$ cat config.mk
export PLATFORM = sky130hd
export DESIGN_NAME = melody_scheduler
export DESIGN_NICKNAME = d
export VERILOG_FILES = /design/src/rtl/melody_scheduler.sv
export SDC_FILE = /design/constraint.sdc
export NUM_CORES = 1
export LEC_CHECK = 0
export ABC_AREA = 1
export CORE_AREA = 2 2 73 89
export DETAILED_ROUTE_END_ITERATION = 10
export DIE_AREA = 0 0 75 91
export GPL_TIMING_DRIVEN = 0
export PLACE_DENSITY = 0.68
export SETUP_SLACK_MARGIN = 0.02
export SYNTH_ARGS = -nofsm -noshare
export SYNTH_HDL_FRONTEND = slang
export SYNTH_SLANG_ARGS = --single-unit
export TNS_END_PERCENT = 30
$ cat constraint.sdc
create_clock -name clk -period 1.95 [get_ports clk]
set_input_delay 0.2925 -clock clk [delete_from_list [all_inputs] [get_ports clk]]
set_output_delay 0.2925 -clock clk [all_outputs]
set_load 0.02 [all_outputs]
$ cat src/rtl/melody_scheduler.sv
// melody_scheduler: fixed-priority arbiter and note sequencer for the shared
// melody ROM (JukeBox1).
//
// Requesters 0..3 post play requests (pulse or level). Bit 0 has the highest
// priority. The granted requester's melody code is driven to the JukeBox.
// noteIndex then steps through the melody, and each note is held for
// note_length beats of BEAT_CYCLES clocks. A note_length of 0 ends the melody.
//
// Ports:
//   clk           system clock
//   reset         synchronous, active-high reset
//   req[3:0]      play requests (bit 0 = highest priority)
//   note_length   beats of current note from the JukeBox (0 = end of melody)
//   melodySelect  melody code to the JukeBox
//   noteIndex     current note index to the JukeBox
//   playing       melody active
//   grant[3:0]    one-hot, the requester being served
//   done          one-cycle pulse on normal completion
//
// Optional feature macro: MELODY_PREEMPT_EN. When it is defined, a pending
// higher-priority request aborts the melody that is playing.
module melody_scheduler #(
  parameter int unsigned BEAT_CYCLES = 12_500_000,
  parameter logic [3:0]  MEL0        = 4'd0,
  parameter logic [3:0]  MEL1        = 4'd1,
  parameter logic [3:0]  MEL2        = 4'd2,
  parameter logic [3:0]  MEL3        = 4'd13
) (
  input  logic       clk,
  input  logic       reset,
  input  logic [3:0] req,
  input  logic [3:0] note_length,
  output logic [3:0] melodySelect,
  output logic [4:0] noteIndex,
  output logic       playing,
  output logic [3:0] grant,
  output logic       done
);

  // Keep the counter at least 1 bit wide so that BEAT_CYCLES=1 still elaborates.
  localparam int unsigned   CW         = (BEAT_CYCLES > 1) ? $clog2(BEAT_CYCLES) : 1;
  localparam logic [CW-1:0] CYC_RELOAD = CW'(BEAT_CYCLES - 1);

  typedef enum logic [1:0] {IDLE, LOAD, PLAY} state_e;

  state_e        state_q;
  logic [3:0]    pend_q, pend_d;
  logic [CW-1:0] cyc_q;
  logic [3:0]    beats_q;
  logic [3:0]    mel_q;
  logic [4:0]    idx_q;
  logic          play_q;
  logic [3:0]    grant_q;
  logic          done_q;

  logic          pick_vld;
  logic [1:0]    pick_idx;
  logic          preempt;
  logic          launch;
  logic [3:0]    pick_mel;

  // Lowest set bit of pend wins. The loop runs downward so that the last hit is the lowest bit.
  always_comb begin
    pick_vld = |pend_q;
    pick_idx = 2'd0;
    for (int i = 3; i >= 0; i--) begin
      if (pend_q[i]) pick_idx = 2'(i);
    end
  end

  always_comb begin
    case (pick_idx)
      2'd0:    pick_mel = MEL0;
      2'd1:    pick_mel = MEL1;
      2'd2:    pick_mel = MEL2;
      default: pick_mel = MEL3;
    endcase
  end

`ifdef MELODY_PREEMPT_EN
  logic [1:0] cur_idx;

  // grant_q is one-hot whenever state is LOAD or PLAY.
  always_comb begin
    cur_idx = 2'd0;
    for (int i = 0; i < 4; i++) begin
      if (grant_q[i]) cur_idx = 2'(i);
    end
  end

  assign preempt = (state_q != IDLE) && pick_vld && (pick_idx < cur_idx);
`else
  assign preempt = 1'b0;
`endif

  // A new melody starts from IDLE, or by preemption from LOAD/PLAY.
  assign launch = pick_vld && ((state_q == IDLE) || preempt);

  // Set wins over clear, so a held request re-latches in the same cycle it is granted.
  assign pend_d = (pend_q & ~(launch ? (4'b0001 << pick_idx) : 4'b0000)) | req;

  always_ff @(posedge clk) begin
    if (reset) begin
      state_q <= IDLE;
      pend_q  <= 4'd0;
      cyc_q   <= '0;
      beats_q <= 4'd0;
      mel_q   <= 4'd0;
      idx_q   <= 5'd0;
      play_q  <= 1'b0;
      grant_q <= 4'd0;
      done_q  <= 1'b0;
    end else begin
      pend_q <= pend_d;
      done_q <= 1'b0;
      if (launch) begin
        state_q <= LOAD;
        grant_q <= 4'b0001 << pick_idx;
        mel_q   <= pick_mel;
        idx_q   <= 5'd0;
        play_q  <= 1'b1;
      end else begin
        case (state_q)
          IDLE: ;
          LOAD: begin
            if (note_length == 4'd0) begin
              state_q <= IDLE;
              play_q  <= 1'b0;
              grant_q <= 4'd0;
              done_q  <= 1'b1;
            end else begin
              beats_q <= note_length - 4'd1;
              cyc_q   <= CYC_RELOAD;
              state_q <= PLAY;
            end
          end
          PLAY: begin
            if (cyc_q != '0) begin
              cyc_q <= cyc_q - CW'(1);
            end else if (beats_q != 4'd0) begin
              beats_q <= beats_q - 4'd1;
              cyc_q   <= CYC_RELOAD;
            end else if (idx_q == 5'd31) begin
              // Index 31 is the last slot. End the melody here instead of wrapping to 0.
              state_q <= IDLE;
              play_q  <= 1'b0;
              grant_q <= 4'd0;
              done_q  <= 1'b1;
            end else begin
              idx_q   <= idx_q + 5'd1;
              state_q <= LOAD;
            end
          end
          default: state_q <= IDLE;
        endcase
      end
    end
  end

  assign melodySelect = mel_q;
  assign noteIndex    = idx_q;
  assign playing      = play_q;
  assign grant        = grant_q;
  assign done         = done_q;

endmodule

==> summary.txt <==
Status
  – Outcome: finished, final reports clean

Logic synthesis
  – Area contributors post-synth: dfxtp_1, nand2_1, nor2_1
  – Synth Net Count: about 460
  – Main combinational cell family by area after synthesis: simple AND/OR/NAND/NOR gates
  – Top FF cell, synth: dfxtp_1
  – #FFs+latches synth: 48
  – Cell with the most instances after synthesis: nand2_1
  – Synth top area share: 32.8%
  – Async set or reset register ratio after synthesis: 0%
  – Synth Area in Simple Gates: approximately two fifths
  – Cells after Synth: 446
  – Post-synthesis mux area share: 0%
  – Largest area contributor in the netlist: dfxtp_1
  – YS warnings: 0
  – Synth Area in Adders: around 3.4%
  – Synth Area in Compound Gates: 10.3%
  – Top post-synthesis cells by count: nand2_1, nor2_1, inv_1
  – Post-synth EDFFs: 0
  – Sequential cell area fraction in the yosys report: 32.8%
  – Distinct cells, synth: 33
  – Synth Area in XOR/XNOR: 1.49%
  – Mean Syn Cell Area: 6.58 um^2
  – Synth Cell Area: about 2900 um^2

Detailed routing
  – Total Wirelength: 7190 um
  – 1st-iter DRT viols: 147
  – Met2 wire length: 3720 um
  – DR vias: 2,880
  – DRT Pass-1 Iters: 5
  – Drt wl/cell: 12.8 um
  – Vias/cell: 5.13
  – Residual DRC: 0
  – Post-route ant nets: 0
  – Wire length on met1: about 3000 um
  – Highest routed layer: met4
  – Met3 routed WL: roughly 300 um

STA
  – RSZ-0062 raised after global routing: yes
  – Final Slew Violations: 0
  – Slew @ Worst Pin: 0.642 ns
  – Slew margin rel.: 57.2%
  – F_max: 552 MHz
  – Tcrit/Tclk final: between 90% and 100%
  – # setup viols final: 0
  – TNS Setup: 0 ns
  – Final Hold Viols: 0
  – Worst Skew: 0.00960 ns
  – Min Tclk post-route: 1.81 ns

Setup path
  – Crit path cell chain: ha_1 > nand2_1 > nor2_1 > ha_1 > inv_1 > nand2_1 > and3_1 > nand3_1 > nand3_1 > o21ai_0
  – R2R cell count: 10
  – Worst Setup SP: noteIndex[0]
  – WS Path Type: register to register
  – CP delay by family, top: simple AND/OR/NAND/NOR gates
  – CP Capture Type: register
  – Crit path max-delay cell type: dfxtp_1
  – Max incr delay on CP: 0.40 ns
  – Setup slack, reg-to-reg: 0.14 ns
  – Crit path buffers/inverters: 1
  – Critical path peak fanout: 5
  – RR Startpoint: noteIndex[0]
  – Setup crit start kind: register
  – Required @ worst endpoint: ~2.2 ns
  – Worst path arrival time: 2.01 ns
  – R2R Path End: grant[1]

Layout
  – # diodes: 0
  – Post-Layout Cell Count: 561
  – Net count, final: 496
  – Layout cells sized above 1: 10.9%
  – FILL cells: a little under 600
  – Synth-to-Final Area Change: 17.5%

Place
  – I/O Buffers: 24
  – HPWL Detailed: approximately 5400 um
  – Placed Cells: approximately 550
  – Gpl congestion: a little over 0.9

Hold path
  – Hold Path Depth: 2
  – Worst min-delay path category: register to register
  – Hold EP: melodySelect[1]
  – Hold_sp: melodySelect[1]

Global routing
  – Tot GR Track Use: around 22%
  – Largest net degree at the start of global routing: 17
  – First-pass GRT wire length: 12,000 um
  – Initial antenna violation count: 0
  – Vias in the first global route: 2,679
  – Remaining global-route overflow: 0

Clocking
  – Cts bufs inserted: 5
  – Clock buffer depth: 2
  – Clock Root Buffer: clkbuf_8
  – CTS tree: yes
  – Worst-path clk slew: 0.10 ns
  – Hold-fix buffers at CTS: 0
  – CTS HTree Levels: 2
  – # clock sinks: 48
  – Clk Latency, worst-skew pair: 0.31 ns

Die
  – I/O pin cnt: 25
  – Initial Util: 49.4%
  – Placeable Area: between 5000 and 6000 um^2
  – Die height: 91 um
  – Die width: 75 um
  – FP Rows: 31
  – Die area: between 6000 and 7000 um^2

Power and ir drop
  – Pleak: 0.00154 uW
  – Pwr dens: 1360 nW/um^2
  – Peak VDD IR: between 600 and 700 uV

Run
  – MaxCap Viol Count: 0
## cell type report
class	count	area (um^2)	area share, %
Multi-Input combinational cell	326	1690	48.9
Sequential cell	48	962	27.9
Clock buffer	5	68.8	2.00
Timing Repair Buffer	25	248	7.19
Clock inverter	3	46.3	1.34
Tap cell	82	103	2.98
Inverter	58	218	6.32
Buffer	14	115	3.34
## cell families (layout without fill, tap and decap cells)
logic type,count (synthesis),in the layout
AOI/OAI and AO/OA,59,59
DFF,48,48
buffers and inverters,72,105
adders and majority gates,8,8
and+or+nand+nor,254,254
xor gates and xnor gates,5,5
## how the worst max path moves through the flow
stage,end,slack [ns],depth (start not counted)
after floorplan,grant[1],0.28,10
after global placement,cyc_q[22],-0.007,11
after detailed placement,cyc_q[22],-0.02,11
after CTS,cyc_q[5],0.04,11
after global routing,cyc_q[10],-0.005,11
final,grant[1],0.14,10
## routing by layer
metal,global-route usage [%],vias to the layer above
li1,-,1489
met2,38.6,70
met3,3.55,13
met5,0,-
met1,27.0,1308
met4,6.70,0
## cell usage in the layout (no fill, tap or decap), types with 2 or more instances in the layout
master / count
nand3_4: 3
nand4_1: 10
ha_1: 7
inv_1: 56
clkbuf_1: 2
clkbuf_8: 5
a21oi_1: 29
nor2_1: 67
clkdlybuf4s50_1: 24
nand2_2: 7
nand3b_1: 5
buf_4: 2
nand2_8: 2
nor2_4: 5
o21ai_0: 13
nor3_1: 4
nand3_1: 41
buf_6: 7
and3_1: 2
nand2_1: 96
dfxtp_1: 47
xor2_1: 4
or2_2: 2
nor2_2: 7
inv_2: 2
o21ai_1: 14
## repair_timing
action / 4_1_cts / 5_1_grt
setup endpoints to repair: 0 / 38
setup buffers: 0 / 1
gates resized for setup: 0 / 17
## metrics by stage
stage	total power, uW	area [um^2]	hold WS (ns)	utilization, %	setup slack, ns
floorplan	3300	2930	0.384	-	0.276
global placement	3790	3280	0.440	55.2	-0.00684
detailed placement	3840	3280	0.443	55.2	-0.0193
CTS	4620	3390	0.465	57.1	0.0408
global route	5060	3450	0.498	58.1	-0.00494
finish	4680	3450	0.464	58.1	0.137
## tightest hold or removal path, cell delays in order, from the launching register on
cell,delay [ns]
dfxtp_1,0.32
nand2_1,0.06
nand2_1,0.05
## sequential cells by signal, summed over array words and instances (netlist names)
register and cells:
melodySelect 3, done 1, beats_q 4, playing 1
cyc_q 24, state_q 2, noteIndex 5, pend_q 4
grant 4
## power breakdown
part	total (uW)	leakage, uW	switching, uW	internal, uW
clock	772	0.0000548	384	387
combinational	2580	0.00109	1660	918
sequential	1320	0.000393	164	1160
total	4680	0.00154	2210	2460
(Power assumes the default switching activity.)
